==> config.mk <==
export PLATFORM = sky130hd
export DESIGN_NAME = mips_cpu_bus_arbiter_flat
export DESIGN_NICKNAME = d
export VERILOG_FILES = /design/src/rtl/mips_cpu_bus_arbiter_if.sv /design/src/rtl/mips_cpu_bus_arbiter.sv /design/src/flat_wrapper.sv
export SDC_FILE = /design/constraint.sdc
export NUM_CORES = 1
export LEC_CHECK = 0
export ABC_AREA = 1
export BUFFER_PORTS_ARGS = -buffer_cell sky130_fd_sc_hd__buf_2
export CORE_MARGIN = 1
export CORE_UTILIZATION = 40
export DETAILED_ROUTE_END_ITERATION = 6
export GPL_ROUTABILITY_DRIVEN = 0
export HOLD_SLACK_MARGIN = 0.08
export PLACE_DENSITY_LB_ADDON = 0.05
export RECOVER_POWER = 50
export SLEW_MARGIN = 20
export SYNTH_ARGS = -nofsm -noshare
export SYNTH_HDL_FRONTEND = slang
export SYNTH_SLANG_ARGS = --single-unit
==> constraint.sdc <==
create_clock -name clk -period 1.92 [get_ports clk]
set_input_delay 0.384 -clock clk [delete_from_list [all_inputs] [get_ports clk]]
set_output_delay 0.384 -clock clk [all_outputs]
set_load 0.01 [all_outputs]
==> src/rtl/mips_cpu_bus_arbiter_if.sv <==
// mips_cpu_bus_arbiter_if
//   Bundles the requester-side channels and the Avalon-MM bus of the CPU bus
//   arbiter.
//   modport master : the arbiter, which is the Avalon master
//   modport slave  : the environment (requesters plus Avalon slave)
//   Requester side: ch_req/ch_write/ch_addr/ch_size/ch_signed/ch_wdata in,
//                   ch_ack/ch_err/rdata out, busy out.
//   Avalon side   : address/read/write/writedata/byteenable out,
//                   waitrequest/readdata in.
//   Handshake: a requester raises ch_req with all of its fields stable and
//   holds them until it sees ch_ack (a one-cycle pulse, qualified by ch_err).
//   On the bus, a cycle completes at the first rising edge where read or
//   write is high and waitrequest is low.
interface mips_cpu_bus_arbiter_if #(
  parameter int NUM_CH = 2,
  parameter int ADDR_W = 32,
  parameter int DATA_W = 32
);
  logic [NUM_CH-1:0]        ch_req;
  logic [NUM_CH-1:0]        ch_write;
  logic [NUM_CH*ADDR_W-1:0] ch_addr;
  logic [NUM_CH*2-1:0]      ch_size;
  logic [NUM_CH-1:0]        ch_signed;
  logic [NUM_CH*DATA_W-1:0] ch_wdata;
  logic [NUM_CH-1:0]        ch_ack;
  logic [NUM_CH-1:0]        ch_err;
  logic [DATA_W-1:0]        rdata;
  logic                     busy;
  logic [ADDR_W-1:0]        address;
  logic                     write;
  logic                     read;
  logic                     waitrequest;
  logic [DATA_W-1:0]        writedata;
  logic [DATA_W/8-1:0]      byteenable;
  logic [DATA_W-1:0]        readdata;

  modport master (
    input  ch_req, ch_write, ch_addr, ch_size, ch_signed, ch_wdata,
    input  waitrequest, readdata,
    output ch_ack, ch_err, rdata, busy,
    output address, write, read, writedata, byteenable
  );

  modport slave (
    output ch_req, ch_write, ch_addr, ch_size, ch_signed, ch_wdata,
    output waitrequest, readdata,
    input  ch_ack, ch_err, rdata, busy,
    input  address, write, read, writedata, byteenable
  );
endinterface

==> src/rtl/mips_cpu_bus_arbiter.sv <==
// mips_cpu_bus_arbiter
//   Avalon-MM master shared by NUM_CH requesters (ch0 = fetch, ch1 = data).
//   Grants one request at a time, runs one bus cycle (held through
//   waitrequest), steers byte lanes for stores and extracts/extends loads.
//   Misaligned or illegal-size accesses get an error ack and no bus cycle.
//   Ports:
//     clk       : rising-edge clock
//     reset     : asynchronous, active-low
//     bus       : mips_cpu_bus_arbiter_if.master (requesters + Avalon)
//     dbg_state : current FSM state (0 IDLE, 1 BUS, 2 RESP)
//   Build option: define ARB_ROUND_ROBIN_EN for round-robin arbitration;
//   otherwise fixed priority with the lowest channel index winning.
module mips_cpu_bus_arbiter #(
  parameter int NUM_CH = 2,
  parameter int ADDR_W = 32,
  parameter int DATA_W = 32
) (
  input  logic                  clk,
  input  logic                  reset,
  mips_cpu_bus_arbiter_if.master bus,
  output logic [1:0]            dbg_state
);
  localparam int BE_W   = DATA_W / 8;
  localparam int LANE_W = $clog2(BE_W);
  localparam int CH_W   = (NUM_CH > 1) ? $clog2(NUM_CH) : 1;

  localparam logic [1:0] S_IDLE = 2'd0;
  localparam logic [1:0] S_BUS  = 2'd1;
  localparam logic [1:0] S_RESP = 2'd2;

  logic [1:0]        state;
  logic [CH_W-1:0]   gnt_q;
  logic              lat_write;
  logic              lat_signed;
  logic [ADDR_W-1:0] lat_addr;
  logic [1:0]        lat_size;
  logic [DATA_W-1:0] lat_wdata;
  logic              err_q;
  logic [DATA_W-1:0] rdata_q;

  logic [CH_W-1:0]   gnt_sel;
  logic              any_req;
  logic              sel_write;
  logic              sel_signed;
  logic [ADDR_W-1:0] sel_addr;
  logic [1:0]        sel_size;
  logic [DATA_W-1:0] sel_wdata;

  logic [LANE_W-1:0]   lane;
  logic [LANE_W+2:0]   shamt;
  logic                in_bus;

  // Natural alignment plus size legality (dword only exists on a 64-bit bus).
  function automatic logic is_aligned(input logic [ADDR_W-1:0] a, input logic [1:0] s);
    logic ok;
    case (s)
      2'd0:    ok = 1'b1;
      2'd1:    ok = ~a[0];
      2'd2:    ok = (a[1:0] == 2'b00);
      default: ok = (DATA_W == 64) && (a[2:0] == 3'b000);
    endcase
    return ok;
  endfunction

  // Bit mask covering the low 2^s bytes.
  function automatic logic [DATA_W-1:0] size_mask(input logic [1:0] s);
    logic [DATA_W-1:0] m;
    for (int b = 0; b < DATA_W; b++) m[b] = (b < (8 << s));
    return m;
  endfunction

  // Byte-lane mask covering the low 2^s lanes.
  function automatic logic [BE_W-1:0] lane_mask(input logic [1:0] s);
    logic [BE_W-1:0] m;
    for (int i = 0; i < BE_W; i++) m[i] = (i < (1 << s));
    return m;
  endfunction

  // Truncate right-justified load data to its size, then zero/sign extend.
  // A full-width load has no bits above it, so nothing is extended.
  function automatic logic [DATA_W-1:0] extend(input logic [DATA_W-1:0] d,
                                               input logic [1:0] s, input logic sgn);
    logic [DATA_W-1:0] r;
    r = d & size_mask(s);
    for (int b = 0; b < DATA_W; b++) begin
      case (s)
        2'd0:    if (b >= 8)  r[b] = sgn & d[7];
        2'd1:    if (b >= 16) r[b] = sgn & d[15];
        2'd2:    if (b >= 32) r[b] = sgn & d[31];
        default: ;
      endcase
    end
    return r;
  endfunction

`ifdef ARB_ROUND_ROBIN_EN
  logic [CH_W-1:0] ptr;
  logic [CH_W-1:0] idx;

  // Scan from the farthest channel back to ptr so the one nearest ptr
  // (in rotating order) is assigned last and wins.
  always_comb begin
    gnt_sel = '0;
    any_req = 1'b0;
    idx     = '0;
    for (int k = NUM_CH - 1; k >= 0; k--) begin
      idx = CH_W'((int'(ptr) + k) % NUM_CH);
      if (bus.ch_req[idx]) begin
        gnt_sel = idx;
        any_req = 1'b1;
      end
    end
  end

  always_ff @(posedge clk or negedge reset) begin
    if (!reset) begin
      ptr <= '0;
    end else if (state == S_IDLE && any_req) begin
      ptr <= (gnt_sel == CH_W'(NUM_CH - 1)) ? '0 : gnt_sel + 1'b1;
    end
  end
`else
  // Fixed priority: scan downwards so the lowest requesting index wins.
  always_comb begin
    gnt_sel = '0;
    any_req = 1'b0;
    for (int i = NUM_CH - 1; i >= 0; i--) begin
      if (bus.ch_req[i]) begin
        gnt_sel = CH_W'(i);
        any_req = 1'b1;
      end
    end
  end
`endif

  // Fields of the channel about to be granted.
  always_comb begin
    sel_write  = 1'b0;
    sel_signed = 1'b0;
    sel_addr   = '0;
    sel_size   = '0;
    sel_wdata  = '0;
    for (int i = 0; i < NUM_CH; i++) begin
      if (gnt_sel == CH_W'(i)) begin
        sel_write  = bus.ch_write[i];
        sel_signed = bus.ch_signed[i];
        sel_addr   = bus.ch_addr[i*ADDR_W +: ADDR_W];
        sel_size   = bus.ch_size[i*2 +: 2];
        sel_wdata  = bus.ch_wdata[i*DATA_W +: DATA_W];
      end
    end
  end

  always_ff @(posedge clk or negedge reset) begin
    if (!reset) begin
      state      <= S_IDLE;
      gnt_q      <= '0;
      lat_write  <= 1'b0;
      lat_signed <= 1'b0;
      lat_addr   <= '0;
      lat_size   <= '0;
      lat_wdata  <= '0;
      err_q      <= 1'b0;
      rdata_q    <= '0;
    end else begin
      case (state)
        S_IDLE: begin
          if (any_req) begin
            gnt_q      <= gnt_sel;
            lat_write  <= sel_write;
            lat_signed <= sel_signed;
            lat_addr   <= sel_addr;
            lat_size   <= sel_size;
            lat_wdata  <= sel_wdata;
            rdata_q    <= '0;
            if (is_aligned(sel_addr, sel_size)) begin
              err_q <= 1'b0;
              state <= S_BUS;
            end else begin
              err_q <= 1'b1;
              state <= S_RESP;
            end
          end
        end
        S_BUS: begin
          if (!bus.waitrequest) begin
            rdata_q <= lat_write ? '0 : extend(bus.readdata >> shamt, lat_size, lat_signed);
            state   <= S_RESP;
          end
        end
        S_RESP:  state <= S_IDLE;
        default: state <= S_IDLE;
      endcase
    end
  end

  // Bus outputs are decoded from state so an asynchronous reset drops them at once.
  assign lane   = lat_addr[LANE_W-1:0];
  assign shamt  = {lane, 3'b000};
  assign in_bus = (state == S_BUS);

  assign bus.address    = in_bus ? {lat_addr[ADDR_W-1:LANE_W], {LANE_W{1'b0}}} : '0;
  assign bus.read       = in_bus & ~lat_write;
  assign bus.write      = in_bus & lat_write;
  assign bus.byteenable = in_bus ? (lane_mask(lat_size) << lane) : '0;
  assign bus.writedata  = (in_bus & lat_write) ? ((lat_wdata & size_mask(lat_size)) << shamt) : '0;
  assign bus.busy       = (state != S_IDLE);
  assign bus.rdata      = (state == S_RESP) ? rdata_q : '0;

  always_comb begin
    for (int i = 0; i < NUM_CH; i++) begin
      bus.ch_ack[i] = (state == S_RESP) && (gnt_q == CH_W'(i));
      bus.ch_err[i] = (state == S_RESP) && (gnt_q == CH_W'(i)) && err_q;
    end
  end

  assign dbg_state = state;
endmodule

==> src/flat_wrapper.sv <==
// flat-port wrapper written by rule: the top's interface ports become plain ports
module mips_cpu_bus_arbiter_flat 
#(
  parameter int NUM_CH = 2,
  parameter int ADDR_W = 32,
  parameter int DATA_W = 32
)
  (clk, reset, dbg_state, bus_ch_req, bus_ch_write, bus_ch_addr, bus_ch_size, bus_ch_signed, bus_ch_wdata, bus_waitrequest, bus_readdata, bus_ch_ack, bus_ch_err, bus_rdata, bus_busy, bus_address, bus_write, bus_read, bus_writedata, bus_byteenable);
  mips_cpu_bus_arbiter_if #(.NUM_CH(NUM_CH), .ADDR_W(ADDR_W), .DATA_W(DATA_W)) bus_i ();
  input  logic clk;
  input  logic reset;
  output logic [1:0] dbg_state;
  input wire logic [$bits(bus_i.ch_req)-1:0] bus_ch_req;
  input wire logic [$bits(bus_i.ch_write)-1:0] bus_ch_write;
  input wire logic [$bits(bus_i.ch_addr)-1:0] bus_ch_addr;
  input wire logic [$bits(bus_i.ch_size)-1:0] bus_ch_size;
  input wire logic [$bits(bus_i.ch_signed)-1:0] bus_ch_signed;
  input wire logic [$bits(bus_i.ch_wdata)-1:0] bus_ch_wdata;
  input wire logic [$bits(bus_i.waitrequest)-1:0] bus_waitrequest;
  input wire logic [$bits(bus_i.readdata)-1:0] bus_readdata;
  output wire logic [$bits(bus_i.ch_ack)-1:0] bus_ch_ack;
  output wire logic [$bits(bus_i.ch_err)-1:0] bus_ch_err;
  output wire logic [$bits(bus_i.rdata)-1:0] bus_rdata;
  output wire logic [$bits(bus_i.busy)-1:0] bus_busy;
  output wire logic [$bits(bus_i.address)-1:0] bus_address;
  output wire logic [$bits(bus_i.write)-1:0] bus_write;
  output wire logic [$bits(bus_i.read)-1:0] bus_read;
  output wire logic [$bits(bus_i.writedata)-1:0] bus_writedata;
  output wire logic [$bits(bus_i.byteenable)-1:0] bus_byteenable;
  assign bus_i.ch_req = bus_ch_req;
  assign bus_i.ch_write = bus_ch_write;
  assign bus_i.ch_addr = bus_ch_addr;
  assign bus_i.ch_size = bus_ch_size;
  assign bus_i.ch_signed = bus_ch_signed;
  assign bus_i.ch_wdata = bus_ch_wdata;
  assign bus_i.waitrequest = bus_waitrequest;
  assign bus_i.readdata = bus_readdata;
  assign bus_ch_ack = bus_i.ch_ack;
  assign bus_ch_err = bus_i.ch_err;
  assign bus_rdata = bus_i.rdata;
  assign bus_busy = bus_i.busy;
  assign bus_address = bus_i.address;
  assign bus_write = bus_i.write;
  assign bus_read = bus_i.read;
  assign bus_writedata = bus_i.writedata;
  assign bus_byteenable = bus_i.byteenable;
  mips_cpu_bus_arbiter #(.NUM_CH(NUM_CH), .ADDR_W(ADDR_W), .DATA_W(DATA_W)) u_core (.clk(clk), .reset(reset), .bus(bus_i), .dbg_state(dbg_state));
endmodule
; Yosys cells after proc, flatten, opt, wreduce, memory -nomap -nowiden
; Index checks and enable logic that the tools add are counted.
[totals]
input_bits = 173
output_inout_bits = 109
elab_cells = 127
ff_bits = 104
[op_classes]
reduce_logical = 13
shifts = 5
n_mux = 48
n_bitwise = 9
order_cmp = 36
eq_ne = 7
[ops]
columns = cell, n
row1 = less-than comparator 6 x 32 -> 1 bit (first input constant), 16
row2 = less-than comparator 5 x 32 -> 1 bit (first input constant), 8
row3 = two-way mux 32 bit, 8
row4 = less-than comparator 3 x 32 -> 1 bit (first input constant), 4
row5 = less-than comparator 4 x 32 -> 1 bit (first input constant), 4
row6 = AND 32 bit, 2
row7 = less-than comparator 1 x 32 -> 1 bit (first input constant), 2
row8 = less-than comparator 2 x 32 -> 1 bit (first input constant), 2
row9 = case mux 32 bit (2 select lines), 1
row10 = case mux 1 bit (2 select lines), 16
row11 = << shifter 1 x 2 -> 32 bit (first input constant), 1
row12 = << shifter 32 x 5 -> 32 bit, 1
row13 = << shifter 4 x 2 -> 32 bit (first input constant), 1
row14 = right shift 32 x 5 -> 32 bit, 1
row15 = two-way mux 1 bit, 16
row16 = logical NOT 2 bit, 4
row17 = two-way mux 2 bit, 4
row18 = == test 2 x 1 -> 1 bit (second input constant), 3
row19 = AND 1 bit, 4
row20 = == test 2 bit (second input constant), 2
row21 = logical AND 1 bit, 4
row22 = two-way mux 4 bit, 1
row23 = case mux 2 bit (2 select lines), 1
row24 = AND reduction 2 bit, 2
row25 = other kinds (7), 10

; Logic depth before layout (Yosys ltp)
; Gate-level depths: netlist (run 1).
[depth]
ltp_word = 10
depth_mapped = 9

; Worst setup path before layout (run 1)
; OpenSTA, ideal clock, no wires.
[synth_path]
path_type = register to output
startpoint = register u_core.lat_addr[1]
endpoint = output bus_writedata[16]
arrival_ps = 1252
t_required_ps = 1536
stages_incl_launch_ff = 6
setup_slack_ps = 284
path_cell_list = dfrtp_1 > buf_4 > inv_2 > clkbuf_1 > a21oi_1 > a211oi_1
[synth_via]
elab_chain_cells = 2
[synth_rtl]
columns = item, line
row1 = "start, declared", mips_cpu_bus_arbiter.sv:35  ; logic [ADDR_W-1:0] lat_addr;
row2 = "start signal, assigned", mips_cpu_bus_arbiter.sv:172  ; lat_addr <= sel_addr;
row3 = << shifter 32 x 5 -> 32 bit, mips_cpu_bus_arbiter.sv:206  ; assign bus.writedata = (in_bus & lat_write) ? ((lat_wdata & size_mask(lat_size)) << shamt) : '0;
row4 = two-way mux 32 bit, mips_cpu_bus_arbiter.sv:206
row5 = "end, declared", flat_wrapper.sv:28  ; output wire logic [$bits(bus_i.writedata)-1:0] bus_writedata;
; Every way passes these cells.

; Worst setup path in the final report (run 1)
[layout_path]
startpoint = register u_core.lat_addr[0]
endpoint = output bus_writedata[16]
; Same word-level chain as after synthesis.

==> summary.md, run 1 <==
| Metric | Value |
|---|---|
| Complex-gate fraction of the synthesized area | `20.3%` |
| Hold path depth | `3` |
| Failing checks | `negative setup slack` |
| IO Pins | `roughly 280` |
| H-tree levels | `3` |
| Transition time of the tightest slew-check pin | `a little under 800 ps` |
| Vias per std cell | `between 5 and 6` |
| Worst Hold Class | `in2reg` |
| Total CTS buffers | `9` |
| First-pass GRT wire length | `33,400 µm` |
| Starting density of the core | `41.0%` |
| Sequential share of the synthesized area | `roughly 40%` |
| Max-capacitance violation count | `0` |
| Setup violations, final | `between 60 and 70` |
| Final instance area | `around 9000 µm²` |
| Mapped Area | `approximately 6500 µm²` |
| Non-Filler Instances | `roughly 1.5k` |
| Final Cycle Share | `109%` |
| FF-to-FF End | `u_core.lat_addr[18]` |
| Largest family of logic cells by synthesized area | `simple AND/OR/NAND/NOR gates` |
| Required @ worst endpoint | `between 1500 and 2000 ps` |
| GRT Total Usage | `approximately a quarter` |
| Adder-Cell Fraction of Synth Area | `0%` |
| CP Capture Type | `output port` |
| Critical R2R Launch | `u_core.dbg_state[1]` |
| Reg2reg path depth | `7` |
| Rel. slew slack | `between 40 and 50%` |
| Critical path type | `reg2out` |
| Avg Cell Area, Syn | `6.85 µm²` |
| P&R area growth vs syn | `41.7%` |
| Crit path DAT | `between 1500 and 2000 ps` |
| Largest net degree at the start of global routing | `56` |
| Root Driver | `clkbuf_16` |
| Drt drc | `0` |
| Crit start category | `flip-flop` |
| Clk pin slew, worst setup/hold paths | `70 ps` |
| Register area | `approximately 2600 µm²` |
| Final worst slack | `-165 ps` |
| Clk_lat worst skew | `~350 ps` |
| Initial antenna violation count | `4` |
| Iteration-0 DRC Markers | `534` |
| Delay-heaviest family, CP | `flip-flops` |
| # rows | `46` |
| Multi-input gate area | `around 3400 µm²` |
| Worst reg-to-reg setup slack | `0 ps` |
| Slowest CP cell | `dfrtp_4` |
| Worst path bufs/invs | `1` |
| #FFs+latches synth | `about 100` |
| Die ar. | `~17,000 µm²` |
| Max Freq | `around 0.48 GHz` |
| Power Density | `around 1500 nW/µm²` |
| CP peak stage delay | `590 ps` |
| # port buffers | `approximately 280` |
| Synth warnings | `0` |
| CTS tree | `built` |
| Simple-Gate Fraction of Synth Area | `26.6%` |
| Die X | `~130 µm` |
| CTS sink cnt | `104` |
| Crit-path cells | `nor2_4 -> a21oi_1 -> a211oi_2 -> buf_2` |
| Area of the core | `between 15,000 and 20,000 µm²` |
| Slew Limit Fails | `0` |
| Routed via count | `~7.3k` |
| Clock skew | `approximately 5.2 ps` |
| Hpwl dp | `about 16,000 µm` |
| Number of instances in the placed design | `approximately 1.4k` |
| Drt wl/cell | `between 15 and 20 µm` |
| Hold Vio Cnt, Final | `0` |
| Vias in the first global route | `between 6k and 7k` |
| Min Tclk post-route | `about 2100 ps` |
| Post-Syn Instances | `between 900 and 1k` |
| Fillers | `~1.6k` |
| Max clock buf depth | `2` |
| Ratio of cells with drive above 1 in the final layout | `between 30 and 40%` |
| DR pass1 iterations | `4` |
| Worst min-delay path endpoint | `u_core.dbg_state[0]` |
| Die Ht | `roughly 130 µm` |
| WL final | `between 20,000 and 25,000 µm` |
| Grt total ovfl | `0` |
| Post-synthesis mux area share | `0%` |
| XOR/XNOR Fraction of Synth Area | `0%` |
| Final net count | `approximately 1.4k` |
| Placed cell area | `~8100 µm²` |
| Yosys cell types | `30` |
| Post-route ant nets | `0` |
| RSZ-0062 raised after global routing | `true` |
| Min-delay src | `bus_waitrequest` |
| Status | `finished with violations` |
| Peak VDD IR | `between 0.0007 and 0.0008 V` |
| CP max FO | `7` |
| Leakage | `just under 5 nW` |
-- state kept, by name (all words and copies together), names as in the netlist --
signal / count
u_core.lat_size: 2
u_core.lat_signed: 1
u_core.lat_addr: 32
u_core.rdata_q: 32
u_core.gnt_q: 1
u_core.err_q: 1
u_core.lat_wdata: 32
u_core.lat_write: 1
u_core.dbg_state: 2
-- routing by layer --
| layer | GRT usage (%) | share of wire, % | vias to the layer above |
|---|---|---|---|
| li1 | - | - | 3634 |
| met1 | 35.2 | 43 | 3345 |
| met2 | 42.2 | 48 | 310 |
| met3 | 5.17 | 7.7 | 26 |
| met4 | 7.73 | 1.5 | 2 |
| met5 | 0 | 0.057 | - |
-- metrics by stage --
step                      worst slack (ps)  hold WS (ps)  util [%]  total power, W  TNS [ps]
after global routing                  -224           285      58.1          0.0145    -12160
after detailed placement              42.7           213      51.0          0.0101         0
after CTS                             -114           254      54.5          0.0125     -5360
after global placement                73.6           213      51.0          0.0100         0
after floorplan                        284          88.4         -         0.00812         0
final                                 -165           266      58.1          0.0135     -3830
-- worst reg2reg max path: stages (launching register included) --
cell and delay, ps:
dfrtp_1 410, clkbuf_1 170, inv_1 110, nand2_1 90, nor2_1 230, buf_4 440, o21ai_0 230, o22ai_1 160
-- worst max path at each step --
stage,startpoint,to,depth (start not counted)
final,u_core.lat_addr[0],bus_writedata[16],4
after global routing,u_core.lat_addr[0],bus_writedata[23],7
after CTS,u_core.dbg_state[0],bus_byteenable[0],7
after detailed placement,u_core.lat_addr[0],u_core.rdata_q[28],7
after global placement,u_core.lat_addr[0],u_core.rdata_q[28],7
after floorplan,u_core.lat_addr[1],bus_writedata[16],5
-- repair_timing --
action | in CTS | in global routing
resized for setup | 55 | 101
gates cloned | 1 | 7
hold endpoints to repair | 13 | 0
buffers inserted | 12 | 5
hold buffers | 1 | 0
endpoints found under the setup margin | 67 | 113
pin swaps | 14 | 11
-- logic make-up after synthesis --
group / count (synthesis)
flops: 104
other cells: 1
simple gates: 421
compound gates: 230
buf+inv: 199
-- cell usage after synthesis --
library cell  number  area (µm²)
nand2_1          180         676
nor2_1           148         556
inv_1            120         450
dfrtp_1          104        2600
o21ai_0           93         465
nand3_1           72         360
a21oi_1           51         255
buf_2             38         190
o22ai_1           38         238
o21ai_1           19        95.1
clkbuf_1          16        60.1
o211ai_1          15         113
buf_4             11        82.6
nor3_1            10        50.1
o22ai_2            9         113
inv_2              6        22.5
buf_6              4        45.0
nor2_4             4        45.0
a211oi_1           3        22.5
nand2_2            3        18.8
nor2_2             2        12.5
a21oi_4            1        16.3
a221oi_1           1        8.76
buf_1              1        3.75
clkbuf_2           1        5.00
clkinv_1           1        3.75
conb_1             1        3.75
inv_4              1        6.26
nand3b_1           1        7.51
nand4_2            1        12.5
-- area by class of cell --
class                   instances  share of cell area (%)
multi-input cells             653                    37.1
flip-flops and latches        104                    28.1
repair buffers                335                    23.0
inverters                     128                    5.50
well taps                     216                    2.92
clock buffers                  10                    2.47
clock inverters                 6                   0.743
repair inverters                1                  0.0945
diodes                          3                  0.0810
-- layout by cell type, fill, tap and decap left out, types with 3 or more instances in the layout --
master,synthesis,final
buf_2,38,262
nand2_1,180,175
inv_1,120,120
nor2_1,148,112
dfrtp_1,104,102
o21ai_0,93,81
nand3_1,72,71
a21oi_1,51,51
o22ai_1,38,38
buf_4,11,28
buf_6,4,24
nor2_4,4,23
nor2_2,2,19
o21ai_1,19,19
o211ai_1,15,15
clkbuf_16,0,14
o21ai_2,0,12
o22ai_2,9,9
nor3_2,0,7
buf_12,0,7
inv_2,6,6
nand2_2,3,6
clkbuf_1,16,4
diode_2,0,3
a211oi_2,0,3
-- where the power goes --
part	total [W]	switching (W)	leakage [nW]	internal, W
Combinational	0.00791	0.00493	3.41	0.00298
Clock	0.00188	0.000856	0.143	0.00102
Sequential	0.00374	0.000580	1.31	0.00316
Total	0.0135	0.00637	4.86	0.00716
No activity file was read; power rests on OpenSTA's default activity.
==> run 2: changes to the inputs <==
--- a/config.mk
+++ b/config.mk
@@ -5,7 +5,6 @@
 export SDC_FILE = /design/constraint.sdc
 export NUM_CORES = 1
 export LEC_CHECK = 0
-export ABC_AREA = 1
 export BUFFER_PORTS_ARGS = -buffer_cell sky130_fd_sc_hd__buf_2
 export CORE_MARGIN = 1
 export CORE_UTILIZATION = 40
==> summary.md, run 2 <==
| Metric | Value |
|---|---|
| Iteration-0 DRC Markers | `276 (was 534)` |
| Leakage | `4.68 nW (was 4.86 nW)` |
| Max-capacitance violation count | `0 (unchanged)` |
| Largest net degree at the start of global routing | `99 (was 56)` |
| Final net count | `1,111 (was 1,405)` |
| # port buffers | `279 (unchanged)` |
| Initial antenna violation count | `0 (was 4)` |
| RSZ-0062 raised after global routing | `true (unchanged)` |
| CP max FO | `8 (was 7)` |
| WL final | `19,200 µm (was 22,900 µm)` |
| Synth warnings | `0 (unchanged)` |
| Count leader, synth | `dfrtp_1 (was nand2_1)` |
| Top_reg_cell synth | `dfrtp_1 (unchanged)` |
| Min Tclk post-route | `2120 ps (was 2090 ps)` |
| Mapped Area | `6110 µm² (was 6540 µm²)` |
| Post-route ant nets | `0 (unchanged)` |
| Power Density | `1360 nW/µm² (was 1460 nW/µm²)` |
| EDFF count, synth | `0 (unchanged)` |
| ANT cells | `0 (was 3)` |
| Clk pin slew, worst setup/hold paths | `70 ps (about the same)` |
| Max Freq | `0.473 GHz (was 0.480 GHz)` |
| # rows | `44 (was 46)` |
| #FFs+latches synth | `104 (unchanged)` |
| Ratio of cells with drive above 1 in the final layout | `46.5% (was 35.9%)` |
| Worst reg-to-reg setup slack | `-40 ps (was 0 ps)` |
| Peak VDD IR | `0.000687 V (was 0.000741 V)` |
| Routed via count | `5,913 (was 7,317)` |
| Required @ worst endpoint | `1540 ps (about the same)` |
| Top cells by area, synth | `dfrtp_1 (43%), mux2i_1 (13%), and2_1 (7.4%) (was dfrtp_1 (40%), nand2_1 (10%), nor2_1 (8.5%))` |
| Clk_lat worst skew | `350 ps (about the same)` |
| CP Capture Type | `output port (unchanged)` |
| Yosys cell types | `41 (was 30)` |
| Number of instances in the placed design | `1,088 (was 1,411)` |
| Avg Cell Area, Syn | `9.44 µm² (was 6.85 µm²)` |
| Drt drc | `15 (was 0)` |
| Max clock buf depth | `2 (unchanged)` |
| Area of the core | `14,700 µm² (was 15,900 µm²)` |
| Placement Setup Slack | `-79.4 ps (was 42.7 ps)` |
| Status | `finished with violations (unchanged)` |
| Fraction of registers with async set/reset | `100% (unchanged)` |
| Largest regs | `u_core.lat_addr x32, u_core.lat_wdata x32, u_core.rdata_q x32 (unchanged)` |
| Sequential share of the synthesized area | `42.6% (was 39.8%)` |
| Final instance area | `8890 µm² (was 9270 µm²)` |
| Drt wl/cell | `17.1 µm (was 15.7 µm)` |
| Rel. slew slack | `22.2% (was 48.1%)` |
| Hpwl dp | `13,600 µm (was 16,300 µm)` |
| First-pass GRT wire length | `30,600 µm (was 33,400 µm)` |
| DR pass1 iterations | `6 (was 4)` |
| Post-synth top area share | `42.6% (was 39.8%)` |
| Most frequent cells in the layout | `buf_2 (269), dfrtp_1 (102), mux2i_1 (82) (was buf_2 (262), nand2_1 (175), inv_1 (120))` |
| Hold Vio Cnt, Final | `0 (unchanged)` |
| GRT Total Usage | `24.7% (was 26.0%)` |
| Non-Filler Instances | `1,126 (was 1,456)` |
| Area leader, netlist | `dfrtp_1 (unchanged)` |
| Crit path DAT | `1730 ps (was 1700 ps)` |
| Transition time of the tightest slew-check pin | `1170 ps (was 779 ps)` |
| Slew Limit Fails | `0 (unchanged)` |
| Fin Hold WS | `284 ps (was 266 ps)` |
| Vias in the first global route | `5,850 (was 6,374)` |
| IO Pins | `282 (unchanged)` |
| P&R area growth vs syn | `45.6% (was 41.7%)` |
| Final worst slack | `-196 ps (was -165 ps)` |
| Post-Route Utilization | `60.5% (was 58.1%)` |
| Starting density of the core | `41.6% (was 41.0%)` |
| Most instantiated cells after synthesis | `dfrtp_1 (104), mux2i_1 (82), nand2_1 (81), o21ai_0 (81), and2_1 (72) (was nand2_1 (180), nor2_1 (148), inv_1 (120))` |
| Total CTS buffers | `9 (unchanged)` |
| Die X | `126 µm (was 130 µm)` |
| Failing checks | `design-rule violations, negative setup slack (was negative setup slack)` |
| Setup violations, final | `84 (was 67)` |
| Placed cell area | `7900 µm² (was 8140 µm²)` |
| Die ar. | `15,800 µm² (was 16,900 µm²)` |
| Vias per std cell | `5.25 (was 5.03)` |
| Worst Hold Class | `in2reg (unchanged)` |
| Critical path type | `reg2out (unchanged)` |
| CTS sink cnt | `104 (unchanged)` |
| Crit start category | `flip-flop (unchanged)` |
| Clock skew | `7.68 ps (was 5.24 ps)` |
| H-tree levels | `3 (unchanged)` |
| Die Ht | `126 µm (was 130 µm)` |
| CTS tree | `built (unchanged)` |
| Grt total ovfl | `0 (unchanged)` |
| Final Cycle Share | `110% (was 109%)` |
| Commonest non-fill, non-tap cell in the layout | `buf_2 (unchanged)` |
| Root Driver | `clkbuf_16 (unchanged)` |
| Post-Syn Instances | `647 (was 955)` |
run 2: changes by cell type in the layout (fill, tap and decap cells not counted), sizes merged, moves of 72 or more:
cell and delta:
inv -124, nor2 -132, nand2 -102, mux2i +82, and2 +73, nand3 -72
run 2: path summary, 6_finish.rpt:
path / from / to / cells after the start
max in group asynchronous: reset / u_core.lat_wdata[7] / 3
min in group asynchronous: reset / u_core.lat_addr[13] / 2
worst min-delay path: bus_ch_req[0] / u_core.gnt_q / 2
worst max register to register: u_core.lat_addr[1] / u_core.rdata_q[26] / 5
worst max-delay path: u_core.lat_size[0] / bus_writedata[18] / 5
worst min register to register: u_core.lat_addr[3] / u_core.lat_addr[3] / 2
run 2: worst max-delay path, cell delays in order (launching register included):
cell	delay, ps
dfrtp_1	390
or2_4	260
and2_4	200
a221oi_2	310
a211oi_2	60
buf_2	150
run 2: power by group:
group	internal, W	leakage [nW]	switching [W]	total [W]
Sequential	0.00310	1.32	0.000762	0.00387
Clock	0.000914	0.132	0.000826	0.00174
Combinational	0.00299	3.22	0.00353	0.00652
Total	0.00701	4.68	0.00512	0.0121
run 2: final cells by class:
class / instances / area [µm²]
clock inverter: 4 / 30.0
sequential: 104 / 2610
fill: 1314 / 5810
multi-input combinational: 487 / 3670
tap: 184 / 230
inverter: 4 / 17.5
timing repair buffer: 332 / 2100
clock buffer: 11 / 243
run 2: cells by family after synthesis:
group           synth area share [%]
simple gates                    18.4
compound gates                  18.8
flops                           42.6
mux                             15.8
buf+inv                         4.34
other cells                   0.0614
run 2: timing repair:
action / in CTS / in global routing
hold endpoints to repair: 16 / 0
gates resized for setup: 63 / 45
pin swaps: 26 / 7
setup buffers: 13 / 3
setup endpoints to repair: 118 / 117
cloned: 5 / 1
hold buffers: 1 / 0
run 2: metal layers:
layer | GRT usage [%] | wire length [µm] | up-vias
met5 | 0 | 0 | -
met4 | 6.53 | 331 | 0
met1 | 31.2 | 8280 | 2782
li1 | - | - | 2894
met3 | 5.09 | 1130 | 23
met2 | 42.7 | 9500 | 214
run 2: through the flow:
step,power (W),TNS [ps]
3_5_place_dp,0.00891,-649
4_1_cts,0.0118,-9010
5_1_grt,0.0130,-16100
2_1_floorplan,0.00698,-12.0
6_report,0.0121,-8120
3_3_place_gp,0.00880,0
